[src/rtl/npc_pkg.sv]
// Shared fetch-path definitions: default widths, reset PC and fetch FSM states.
package npc_pkg;

    localparam int          XLEN_DEF     = 64;
    localparam int          IW_DEF       = 32;
    localparam logic [63:0] RESET_PC_DEF = 64'h0000_0000_8000_0000;

    typedef enum logic [0:0] {
        FETCH = 1'b0,
        HALT  = 1'b1
    } state_e;

endpackage

[src/rtl/fetch_fifo.sv]
// Synchronous FIFO with flush. Head entry is read straight from storage,
// so a pushed entry appears on pop_data the cycle after the push.
module fetch_fifo #(
    parameter int WIDTH = 8,
    parameter int DEPTH = 4,
    localparam int AW = $clog2(DEPTH),
    localparam int CW = AW + 1
) (
    input  logic             clk,
    input  logic             rst_n,
    input  logic             flush,
    input  logic             push,
    input  logic [WIDTH-1:0] push_data,
    input  logic             pop,
    output logic [WIDTH-1:0] pop_data,
    output logic [CW-1:0]    count,
    output logic             full,
    output logic             empty
);

    logic [WIDTH-1:0] mem_q [DEPTH];
    logic [AW-1:0]    wr_ptr_q;
    logic [AW-1:0]    rd_ptr_q;
    logic             do_push;
    logic             do_pop;

    assign empty    = (count == '0);
    assign full     = (count == CW'(DEPTH));
    assign do_pop   = pop && !empty;
    assign do_push  = push && (!full || do_pop);
    assign pop_data = mem_q[rd_ptr_q];

    // Pointer and occupancy update; flush empties the queue in one edge.
    always_ff @(posedge clk) begin
        if (!rst_n || flush) begin
            wr_ptr_q <= '0;
            rd_ptr_q <= '0;
            count    <= '0;
        end else begin
            if (do_push) wr_ptr_q <= wr_ptr_q + AW'(1);
            if (do_pop)  rd_ptr_q <= rd_ptr_q + AW'(1);
            count <= count + CW'(do_push) - CW'(do_pop);
        end
    end

    // Entry storage, written at the tail.
    always_ff @(posedge clk) begin
        if (do_push && !flush) mem_q[wr_ptr_q] <= push_data;
    end

endmodule

[src/rtl/ifu_prefetch.sv]
// Instruction prefetch unit: issues sequential fetches under a credit limit,
// queues in-order responses for decode, and squashes in-flight fetches on
// redirect by counting how many responses still belong to the old stream.
//
// state | meaning
// FETCH | issuing requests while credits allow
// HALT  | a live response faulted; no new requests until redirect
module ifu_prefetch
    import npc_pkg::*;
#(
    parameter int              XLEN     = XLEN_DEF,
    parameter logic [XLEN-1:0] RESET_PC = XLEN'(RESET_PC_DEF),
    parameter int              DEPTH    = 4,
    parameter int              IW       = IW_DEF
) (
    input  logic            clk,
    input  logic            rst_n,
    input  logic            redirect_valid,
    input  logic [XLEN-1:0] redirect_pc,
    output logic            mem_req_valid,
    input  logic            mem_req_ready,
    output logic [XLEN-1:0] mem_req_addr,
    input  logic            mem_rsp_valid,
    input  logic [IW-1:0]   mem_rsp_data,
    input  logic            mem_rsp_err,
    output logic            inst_valid,
    input  logic            inst_ready,
    output logic [IW-1:0]   inst_data,
    output logic [XLEN-1:0] inst_pc,
    output logic            inst_err
);

    localparam int CW = $clog2(DEPTH) + 1;
    localparam int EW = IW + XLEN + 1;

    localparam logic [0:0] ST_FETCH = 1'(FETCH);
    localparam logic [0:0] ST_HALT  = 1'(HALT);

    logic [0:0]      state_q;
    logic [XLEN-1:0] fetch_pc_q;
    logic [XLEN-1:0] rsp_pc_q;
    logic [XLEN-1:0] req_addr_q;
    logic            req_pend_q;
    logic            req_stale_q;
    logic [CW-1:0]   outstanding_q;
    logic [CW-1:0]   stale_q;

    logic [CW-1:0]   fifo_count;
    logic            fifo_full;
    logic            fifo_empty;
    logic            fifo_push;
    logic            fifo_pop;
    logic [EW-1:0]   fifo_wdata;
    logic [EW-1:0]   fifo_rdata;

    logic            credit_ok;
    logic            req_fire;
    logic            rsp_accept;
    logic            rsp_stale;
    logic            rsp_keep;
    logic [XLEN-1:0] redirect_pc_al;
    logic            head_err;

    assign redirect_pc_al = redirect_pc & ~XLEN'(3);

    // Outstanding fetches plus queued entries may never exceed the queue size,
    // so every live response is guaranteed a slot.
    assign credit_ok = ({1'b0, outstanding_q} + {1'b0, fifo_count}) < (CW + 1)'(DEPTH);

    // A presented request stays up with its address frozen until accepted.
    assign mem_req_valid = rst_n & (req_pend_q | (state_q == ST_FETCH && credit_ok));
    assign mem_req_addr  = req_pend_q ? req_addr_q : fetch_pc_q;

    assign req_fire   = mem_req_valid && mem_req_ready;
    assign rsp_accept = mem_rsp_valid;
    assign rsp_stale  = (stale_q != '0);
    assign rsp_keep   = rsp_accept && !rsp_stale;

    assign fifo_push  = rsp_keep && (!fifo_full || fifo_pop);
    assign fifo_pop   = inst_valid && inst_ready;
    assign fifo_wdata = {mem_rsp_data, rsp_pc_q, mem_rsp_err};

    assign inst_valid = !fifo_empty;
    assign {inst_data, inst_pc, head_err} = fifo_rdata;
    assign inst_err   = inst_valid && head_err;

    fetch_fifo #(
        .WIDTH (EW),
        .DEPTH (DEPTH)
    ) u_fifo (
        .clk       (clk),
        .rst_n     (rst_n),
        .flush     (redirect_valid),
        .push      (fifo_push),
        .push_data (fifo_wdata),
        .pop       (fifo_pop),
        .pop_data  (fifo_rdata),
        .count     (fifo_count),
        .full      (fifo_full),
        .empty     (fifo_empty)
    );

    // Fetch FSM: a faulting live response stops issue; redirect always restarts.
    always_ff @(posedge clk) begin
        if (!rst_n) begin
            state_q <= ST_FETCH;
        end else if (redirect_valid) begin
            state_q <= ST_FETCH;
        end else if (rsp_keep && mem_rsp_err) begin
            state_q <= ST_HALT;
        end
    end

    // Fetch and response PCs; a stale request firing does not advance fetch_pc
    // because it carries an address from the abandoned stream.
    always_ff @(posedge clk) begin
        if (!rst_n) begin
            fetch_pc_q <= RESET_PC;
            rsp_pc_q   <= RESET_PC;
        end else if (redirect_valid) begin
            fetch_pc_q <= redirect_pc_al;
            rsp_pc_q   <= redirect_pc_al;
        end else begin
            if (req_fire && !req_stale_q) fetch_pc_q <= fetch_pc_q + XLEN'(4);
            if (rsp_keep)                 rsp_pc_q   <= rsp_pc_q + XLEN'(4);
        end
    end

    // Remember a presented-but-unaccepted request; if a redirect lands while it
    // waits, its eventual response belongs to the old stream.
    always_ff @(posedge clk) begin
        if (!rst_n) begin
            req_pend_q  <= 1'b0;
            req_stale_q <= 1'b0;
            req_addr_q  <= '0;
        end else begin
            req_pend_q  <= mem_req_valid && !mem_req_ready;
            req_stale_q <= mem_req_valid && !mem_req_ready && (redirect_valid || req_stale_q);
            if (mem_req_valid && !mem_req_ready) req_addr_q <= mem_req_addr;
        end
    end

    // In-flight and to-be-discarded response counters.
    always_ff @(posedge clk) begin
        if (!rst_n) begin
            outstanding_q <= '0;
            stale_q       <= '0;
        end else begin
            outstanding_q <= outstanding_q + CW'(req_fire) - CW'(rsp_accept);
            if (redirect_valid) begin
                stale_q <= outstanding_q + CW'(req_fire) - CW'(rsp_accept);
            end else begin
                stale_q <= stale_q + CW'(req_fire && req_stale_q) - CW'(rsp_accept && rsp_stale);
            end
        end
    end

endmodule
[config.mk]
export PLATFORM = sky130hd
export DESIGN_NAME = ifu_prefetch
export DESIGN_NICKNAME = d
export VERILOG_FILES = /design/src/rtl/npc_pkg.sv /design/src/rtl/fetch_fifo.sv /design/src/rtl/ifu_prefetch.sv
export SDC_FILE = /design/constraint.sdc
export NUM_CORES = 1
export LEC_CHECK = 0
export ABC_CLOCK_PERIOD_IN_PS = 4300
export BUFFER_PORTS_ARGS = -buffer_cell sky130_fd_sc_hd__buf_4
export CORE_UTILIZATION = 55
export CTS_BUF_LIST = sky130_fd_sc_hd__clkbuf_4
export CTS_CLUSTER_SIZE = 16
export DETAILED_ROUTE_END_ITERATION = 8
export GPL_ROUTABILITY_DRIVEN = 0
export PLACE_DENSITY = 0.78
export REMOVE_ABC_BUFFERS = 1
export SETUP_SLACK_MARGIN = 0.3
export SLEW_MARGIN = 15
export SYNTH_ARGS = -nofsm -noshare
export SYNTH_HDL_FRONTEND = slang
export SYNTH_SLANG_ARGS = --single-unit
export TNS_END_PERCENT = 5
[constraint.sdc]
create_clock -name clk -period 4.3 [get_ports clk]
set_input_delay 0.43 -clock clk [delete_from_list [all_inputs] [get_ports clk]]
set_output_delay 0.43 -clock clk [all_outputs]
set_load 0.05 [all_outputs]
---- Word level (Yosys, flattened, before mapping) ----
Memory sizes are Yosys's and may differ from the RTL's. A register that Yosys moved wholly into a read port is not among the register bits.
Cells that the tools add are included.
word-level totals
  bits in registers ....................... 208
  memory bits (writable) .................. 388
  bits of input ports ..................... 103
  output and inout port bits .............. 163
  logic and storage cells ................. 72
  memories ................................ 1
memory list
  memory        words  width  read ports  clocked after Yosys merged registers in  wr ports  line              text
  u_fifo.mem_q  4      97     1           1                                        1         fetch_fifo.sv:21  logic [WIDTH-1:0] mem_q [DEPTH];
cells by class
  add/subtract/negate cells ............... 11
  magnitude comparators ................... 1
  equal/unequal tests ..................... 1
  mux-type cells .......................... 10
  bitwise logic cells ..................... 4
  reductions and logical operators ........ 31
operators by type and width
  operator                                            number
  two-way mux 64 bit                                  5
  adder 64 x 3 -> 64 bit, second input constant       2
  logical AND 1 bit                                   15
  adder 3 x 1 -> 3 bit                                3
  subtractor 3 x 1 -> 3 bit                           3
  zero test 1 bit                                     7
  adder 2 x 1 -> 2 bit, second input constant         2
  adder 3 x 3 -> 4 bit                                1
  logical OR 1 bit                                    4
  < comparator 4 x 3 -> 1 bit, second input constant  1
  two-way mux 2 bit                                   2
  nonzero test 2 bit                                  2
  equality test 3 bit, second input constant          1
  zero test 3 bit                                     1
  two-way mux 3 bit                                   1
  nonzero test 3 bit                                  1
  two-way mux 1 bit                                   2
  inverter 1 bit                                      2
  OR reduction 2 bit                                  1
  bitwise AND 1 bit                                   1
  OR 1 bit                                            1

---- Depth between registers and ports, before layout ----
Gate-level depths: netlist (run 1).
  depth in word-level cells ............... 10
  mapped depth ............................ 11
  gate-level depth less buffers ........... 11

---- Modules after synthesis ----
A second synthesis (run 1) with hierarchy kept.
unflattened totals
  cells, all modules ...................... 1,789
  area total of the unflattened synthesis .. 24,986.5 um2
modules (own cells, without submodules)
  module        times used  cells each  area an instance (um2)  sequential area each (um2)
  fetch_fifo    1           559         14,487.6                11,831.3
  ifu_prefetch  1           1,230       10,498.8                3,943.8

---- Worst setup path after synthesis (run 1) ----
No wires, ideal clock.
  kind .................................... in2reg
  start ................................... input mem_rsp_valid
  end ..................................... memory u_fifo.mem_q[0][0] (netlist bit) (enable)
  setup time .............................. 0.465 ns
  arrival ................................. 3.664 ns
  required time ........................... 3.835 ns
  path slack .............................. 0.171 ns
  stages on the path ...................... 4
  path buffers ............................ 1
  cell sequence ........................... or4b_1 -> clkbuf_1 -> nor2_1 -> and3_1
between the ends
  word-level cells in the longest chain between the ends .. 6
ends and longest elaborated chain
  element                                  line                text
  start: declaration                       ifu_prefetch.sv:23  input logic mem_rsp_valid,
  logical AND 1 bit                        ifu_prefetch.sv:77  assign rsp_keep = rsp_accept && !rsp_stale;
  logical AND 1 bit                        ifu_prefetch.sv:79  assign fifo_push = rsp_keep && (!fifo_full || fifo_pop);
  logical AND 1 bit                        fetch_fifo.sv:30    assign do_push = push && (!full || do_pop);
  net u_fifo.do_push                       fetch_fifo.sv:24    logic do_push;
  logical AND 1 bit                        fetch_fifo.sv:48    if (do_push && !flush) mem_q[wr_ptr_q] <= push_data;
  two-way mux 1 bit                        fetch_fifo.sv:48
  two-way mux 1 bit (not written as such)  fetch_fifo.sv:48
  end: declaration                         fetch_fifo.sv:21
The timed path passes the listed nets, and every way through them passes these cells.

==> results of run 1 <==
-- power breakdown --
group | switching (uW) | internal, uW | leakage [uW]
clock | 2140 | 2470 | 0.00110
combinational | 1610 | 940 | 0.00496
sequential | 282 | 6340 | 0.00517
total | 4030 | 9750 | 0.0112
-- metrics by stage --
stage | std cells | total power [uW] | hold slack (ns) | TNS [ns] | instance area, um2
2_1_floorplan | 1658 | 8380 | 0.425 | -489.67 | 24100
3_3_place_gp | 2544 | 9150 | 0.431 | 0 | 27200
3_5_place_dp | 2544 | 9220 | 0.442 | 0 | 27200
4_1_cts | 2877 | 13900 | 0.00657 | 0 | 29900
5_1_grt | 2880 | 14300 | 0.0511 | 0 | 29900
6_report | 2881 | 13800 | 0.0556 | 0 | 29900
-- area by class of cell --
class,count,share of cell area
timing repair buffer,378,0.105
multi-input combinational,1049,0.286
clock buffer,210,0.0528
inverter,23,0.00297
tap,592,0.0248
sequential,586,0.520
antenna,4,0.000335
clock inverter,39,0.00871
-- synth_stat cells, drive strengths merged, types with 4 or more instances --
| cell type | number | area, um2 |
|---|---|---|
| xnor2 | 42 | 368 |
| o2111ai | 4 | 35.0 |
| nor4b | 22 | 199 |
| o31a | 4 | 35.0 |
| nor2b | 10 | 62.6 |
| dfxtp | 206 | 4120 |
| or2 | 10 | 62.6 |
| a21oi | 75 | 375 |
| and3 | 86 | 538 |
| clkbuf | 93 | 349 |
| edfxtp | 380 | 11400 |
| o31ai | 4 | 30.0 |
| nor2 | 62 | 233 |
| nor3 | 52 | 265 |
| mux2i | 8 | 80.1 |
| nand4 | 55 | 357 |
| a211oi | 26 | 195 |
| mux2 | 57 | 642 |
| buf | 17 | 77.6 |
| nor4 | 32 | 213 |
| o21ai | 76 | 380 |
| and4 | 23 | 201 |
| inv | 23 | 86.3 |
| a21o | 66 | 495 |
| xor2 | 34 | 298 |
| mux4 | 95 | 2140 |
| or4 | 5 | 37.5 |
| ha | 14 | 175 |
| nor3b | 9 | 67.6 |
| and2 | 19 | 119 |
| a311oi | 14 | 123 |
| nand2 | 67 | 251 |
| nand3 | 44 | 220 |
-- flip-flops by register name (all words and copies together), names as in the netlist, named ones only --
register and cells:
fetch_pc_q 62, outstanding_q 3, req_addr_q 64, req_pend_q 1
req_stale_q 1, rsp_pc_q 62, stale_q 3, state_q 1
u_fifo.count 3, u_fifo.mem_q 380, u_fifo.rd_ptr_q 2, u_fifo.wr_ptr_q 2
-- critical path, cell delays in order (launching register included) --
cell,delay (ns)
dfxtp_4,0.80
buf_4,0.51
mux4_2,0.61
buf_4,0.22
-- final timing paths --
path                         from              to  slack (ns)
setup / recovery             flop     inst_pc[21]        0.84
hold / removal    redirect_pc[55]  fetch_pc_q[55]        0.06
setup reg to reg  u_fifo.count[1]  fetch_pc_q[59]        1.17
hold reg to reg     req_addr_q[1]   req_addr_q[1]        0.45
-- metal layers --
metal | part of all wire | global-route usage
met4 | 0.037 | 0.137
met1 | 0.42 | 0.357
met5 | 0 | 0
met3 | 0.061 | 0.0478
met2 | 0.48 | 0.408
-- repair_timing --
action / in CTS / in global routing
gates resized for setup: 0 / 0
endpoints found under the setup margin: 0 / 0
endpoints found under the hold margin: 218 / 0
buffers inserted: 0 / 0
hold buffers: 84 / 0
-- kinds of logic (layout without fill, tap and decap cells) --
family,after synthesis,count (layout),synth area share
other,1,6,0.000153
flip-flops,586,586,0.633
AND/OR/NAND/NOR,506,506,0.118
buffers and inverters,133,650,0.0209
adder cells (fa/ha/maj),17,17,0.00958
multiplexers,160,160,0.117
AO/OA/AOI/OAI,288,288,0.0746
XOR/XNOR,76,76,0.0271
==> metrics, run 1 <==
Initial Util=0.556; core area=~44000 um2; CTS tree=yes; register area share after synthesis=0.633; dpl ws=between 1 and 1.5 ns; worst setup path class=reg2out; max cap viols=0; commonest non-fill, non-tap cells in the layout=380 x edfxtp_1, 288 x buf_4, 210 x clkbuf_4; clock edge transition at the registers on the reported setup and hold paths=roughly 0.070 ns; leading cell type in the layout, fill and taps excluded=edfxtp_1; aggregate routed wire length=60.0 mm; DIE AREA=45500 um2; status=completed; fill cell count=3176; cell area after synthesis=24600 um2; Setup-failing EPs final=0; number of flops mapped to enable cells by yosys=380; CTS Root Buffer Type=clkbuf_4; Die Y=213 um; fin util=0.677; Fin. Hold Viols=0; Max H-tree Level=4; Max Slew Vio Count=0; Critical Path Sink Type=output pin; synthesized flop and latch total=roughly 590; synth unique cells=61; Worst-Margin Slew=1.10 ns; Crit Path Max Fanout=33; Hold Crit Class=in2reg; Syn Inst Count=1767; Sink Count=~590; Slew headroom=0.266; routed via count=between 15000 and 20000; Clock Latency Late Sink=0.85 ns; Die X=213 um; WP data required=3.87 ns; CTS Buf Count=149; Max Root-Sink Buffers=3; vias in the first global route=16986; fraction of layout cells with a size suffix above 1=0.305; P per Cell Area=461 nW/um2; Pre-antenna DRT Iters=5; Post-Route Skew=between 0.05 and 0.06 ns; period utilization=0.805; drt via density=5.99; Peak VDD IR=0.227 mV; drt drc=0; R2R cell count=8; largest net degree at the start of global routing=98; WP data arrival=around 3.0 ns; yosys warns=0; GRT Total Usage=0.263; DRT iter0 DRCs=between 1500 and 2000; synthesized area per cell=13.9 um2; Post-DRT Antenna Nets=0; first-pass GRT wire length=approximately 91 mm; Fmax=about 290 MHz; P_leak=0.0112 uW; port bufs=261; global route total overflow=0; initial antenna violation count=3; Worst setup SP type=flop; RSZ-0062 raised after global routing=no; fin nets=2307; Synth Flop Type=edfxtp_1; Worst Slack Setup Final=approximately 0.84 ns; row cnt=between 70 and 80; WL/cell=20.8 um; post-layout min period=3.46 ns; Hold Path Depth=3; dpl hpwl=38.4 mm; Multi-input gate area=8540 um2; FF/Latch Area=15500 um2; fraction of registers with async set/reset=0; P&R area growth vs syn=21.7%; io pins=266
No activity file was read; power rests on OpenSTA's default activity.
==> run 2, diff against run 1 <==
--- a/config.mk
+++ b/config.mk
@@ -5,14 +5,14 @@
 export SDC_FILE = /design/constraint.sdc
 export NUM_CORES = 1
 export LEC_CHECK = 0
-export ABC_CLOCK_PERIOD_IN_PS = 4300
+export ABC_CLOCK_PERIOD_IN_PS = 3400
 export BUFFER_PORTS_ARGS = -buffer_cell sky130_fd_sc_hd__buf_4
-export CORE_UTILIZATION = 55
+export CORE_UTILIZATION = 61
 export CTS_BUF_LIST = sky130_fd_sc_hd__clkbuf_4
 export CTS_CLUSTER_SIZE = 16
 export DETAILED_ROUTE_END_ITERATION = 8
 export GPL_ROUTABILITY_DRIVEN = 0
-export PLACE_DENSITY = 0.78
+export PLACE_DENSITY = 0.82
 export REMOVE_ABC_BUFFERS = 1
 export SETUP_SLACK_MARGIN = 0.3
 export SLEW_MARGIN = 15
==> constraint.sdc (replaced) <==
create_clock -name clk -period 3.4 [get_ports clk]
set_input_delay 0.34 -clock clk [delete_from_list [all_inputs] [get_ports clk]]
set_output_delay 0.34 -clock clk [all_outputs]
set_load 0.05 [all_outputs]
==> metrics, run 2 (synthesis gave the netlist of run 1 again) <==
status=completed; Hold Crit Class=in2reg; Setup-failing EPs final=0 (unchanged); P_leak=0.0113 uW (+0.61%); Gate power share=0.188 (+0.003); Peak VDD IR=0.286 mV (+26%); Critical-path top delay cell=dfxtp_4; biggest regs=u_fifo.mem_q: 380 flops, req_addr_q: 64 flops; Pre-antenna DRT Iters=6 (+1); Max Slew Vio Count=0 (unchanged); drt via density=6.12 (+2.3%); CTS Buf Count=145 (-2.7%); Die X=203 um (-5.0%); RSZ-0062 raised after global routing=yes; Max H-tree Level=4 (unchanged); P per Cell Area=581 nW/um2 (+26%); Fin. Hold Viols=0 (unchanged); Reg-to-Reg End=fetch_pc_q[54]; routed via count=17297 (+0.30%); Worst Slack Setup Final=0.458 ns (-0.379 ns); GRT Total Usage=0.289 (+0.0262); period utilization=0.865; Top reg by flops=u_fifo.mem_q; Largest register FFs=380 (unchanged); Hold Startpoint=rst_n; total power=17400 uW (+26%); max cap viols=0 (unchanged); Max Root-Sink Buffers=3 (unchanged); commonest non-fill, non-tap cells in the layout=380 x edfxtp_1, 292 x buf_4, 206 x clkbuf_4; Initial Util=0.618 (+0.0615); Sink Count=586 (unchanged); Power Internal=12300 uW (+26%); Worst-Margin Slew=1.10 ns (-0.00173 ns); clock edge transition at the registers on the reported setup and hold paths=0.06 ns (about the same); fin nets=2318 (+0.48%); CTS tree=yes; Post-Route Skew=0.0509 ns (-0.00115 ns); Sw Share=0.292 (about the same); Worst setup SP type=flop; worst hold slack=0.0728 ns (+0.0172 ns); FF-to-FF Start=u_fifo.count[2]; DRT iter0 DRCs=1464 (-6.1%); CTS Root Buffer Type=clkbuf_4; placed cells=2481 (-2.5%); fraction of layout cells with a size suffix above 1=0.304 (-0.000553); largest net degree at the start of global routing=98 (unchanged); net switching power figure=5090 uW (+26%); final cell count without fillers=2826 (-1.9%); worst-path cell chain=bufbuf_16, mux4_2, buf_4; post-layout min period=2.94 ns; Slew headroom=0.267 (+0.00115); initial antenna violation count=2 (-1); leading cell type in the layout, fill and taps excluded=edfxtp_1; core area=39700 um2 (-10%); fin util=0.754 (+0.0767); R2R cell count=8 (unchanged); port bufs=261 (unchanged); P&R area growth vs syn=22.0%; Critical Path Sink Type=output pin; Worst path max stage delay=0.55 ns (-0.25 ns); drt drc=0 (unchanged); io pins=266 (unchanged); dpl ws=0.496 ns (-0.700 ns); DIE AREA=41100 um2 (-9.7%); WP data required=3.06 ns (-0.81 ns); Crit Path Max Fanout=33 (unchanged); first-pass GRT wire length=91.7 mm (+0.48%); aggregate routed wire length=59.4 mm (-1.0%); Die Y=203 um (-5.0%); Clk pwr share=0.332 (-0.003); Flop pwr share=0.480 (about the same); worst setup path class=reg2out; Hold Path Depth=4 (+1); global route total overflow=0 (unchanged); Hold Path Sink=req_stale_q; fill cell count=2473 (-22%); Worst R2R Setup Slack=0.48 ns (-0.69 ns); row cnt=73 (-5.2%); Post-DRT Antenna Nets=0 (unchanged); Clock Latency Late Sink=0.83 ns (-0.02 ns); WL/cell=21.0 um (+0.92%); vias in the first global route=17114 (+0.75%); dpl hpwl=36.7 mm (-4.5%); Fmax=340 MHz; WP data arrival=2.60 ns (-0.43 ns)
[run 2: cell types whose count changed in the layout (fill, tap and decap cells not counted), moves of 2 or more]
cell,before,now
clkbuf_4,210,206
diode_2,4,2
buf_4,288,292
dlygate4sd3_1,84,93
inv_2,5,7
[run 2: layout make-up]
| class | instances | area (um2) | share of cell area |
|---|---|---|---|
| timing repair buffer | 393 | 3300 | 0.110 |
| clock inverter | 42 | 274 | 0.00915 |
| antenna | 2 | 5.00 | 0.000167 |
| tap | 525 | 657 | 0.0219 |
| sequential | 586 | 15500 | 0.519 |
| multi-input combinational | 1049 | 8530 | 0.285 |
| clock buffer | 206 | 1550 | 0.0516 |
| inverter | 23 | 88.8 | 0.00297 |
[run 2: critical path: cells and delay by family (launching register included)]
family / cells / cell delay (ns)
muxes: 1 / 0.55
DFF: 1 / 0.55
buffers and inverters: 2 / 0.69
[run 2: worst max-delay path by stage]
stage / to / cells past startpoint
after floorplan: inst_err / 2
after global placement: fetch_pc_q[58] / 5
after detailed placement: fetch_pc_q[54] / 5
after CTS: inst_pc[60] / 3
after global routing: inst_data[17] / 3
final: inst_pc[27] / 3
[run 2: power groups by stage]
stage / Clock, uW / Combinational [uW] / Sequential (uW)
after detailed placement: 0 / 3160 / 8490
after CTS: 5880 / 3280 / 8340
after floorplan: 0 / 2140 / 8460
after global routing: 6250 / 3460 / 8390
after global placement: 0 / 3110 / 8450
final: 5770 / 3280 / 8360
[run 2: timing repair]
item | CTS | global route
endpoints found under the hold margin | 241 | 0
resized for setup | 1 | 0
hold buffers | 93 | 0
cloned | 1 | 0
buffers inserted | 0 | 1
endpoints found under the setup margin | 15 | 12
[run 2: metal layers]
layer | vias to the layer above | share of wire | global-route usage
li1 | 7841 | - | -
met1 | 8435 | 0.42 | 0.396
met2 | 873 | 0.48 | 0.456
met3 | 148 | 0.078 | 0.0565
met4 | 0 | 0.031 | 0.123
met5 | - | 0 | 0
[run 2: through the flow]
| step | instance area, um2 | setup TNS (ns) |
|---|---|---|
| floorplan | 24100 | -951.02 |
| global placement | 27100 | 0 |
| global route | 30000 | 0 |
| finish | 30000 | 0 |
| CTS | 29900 | 0 |
| detailed placement | 27100 | 0 |
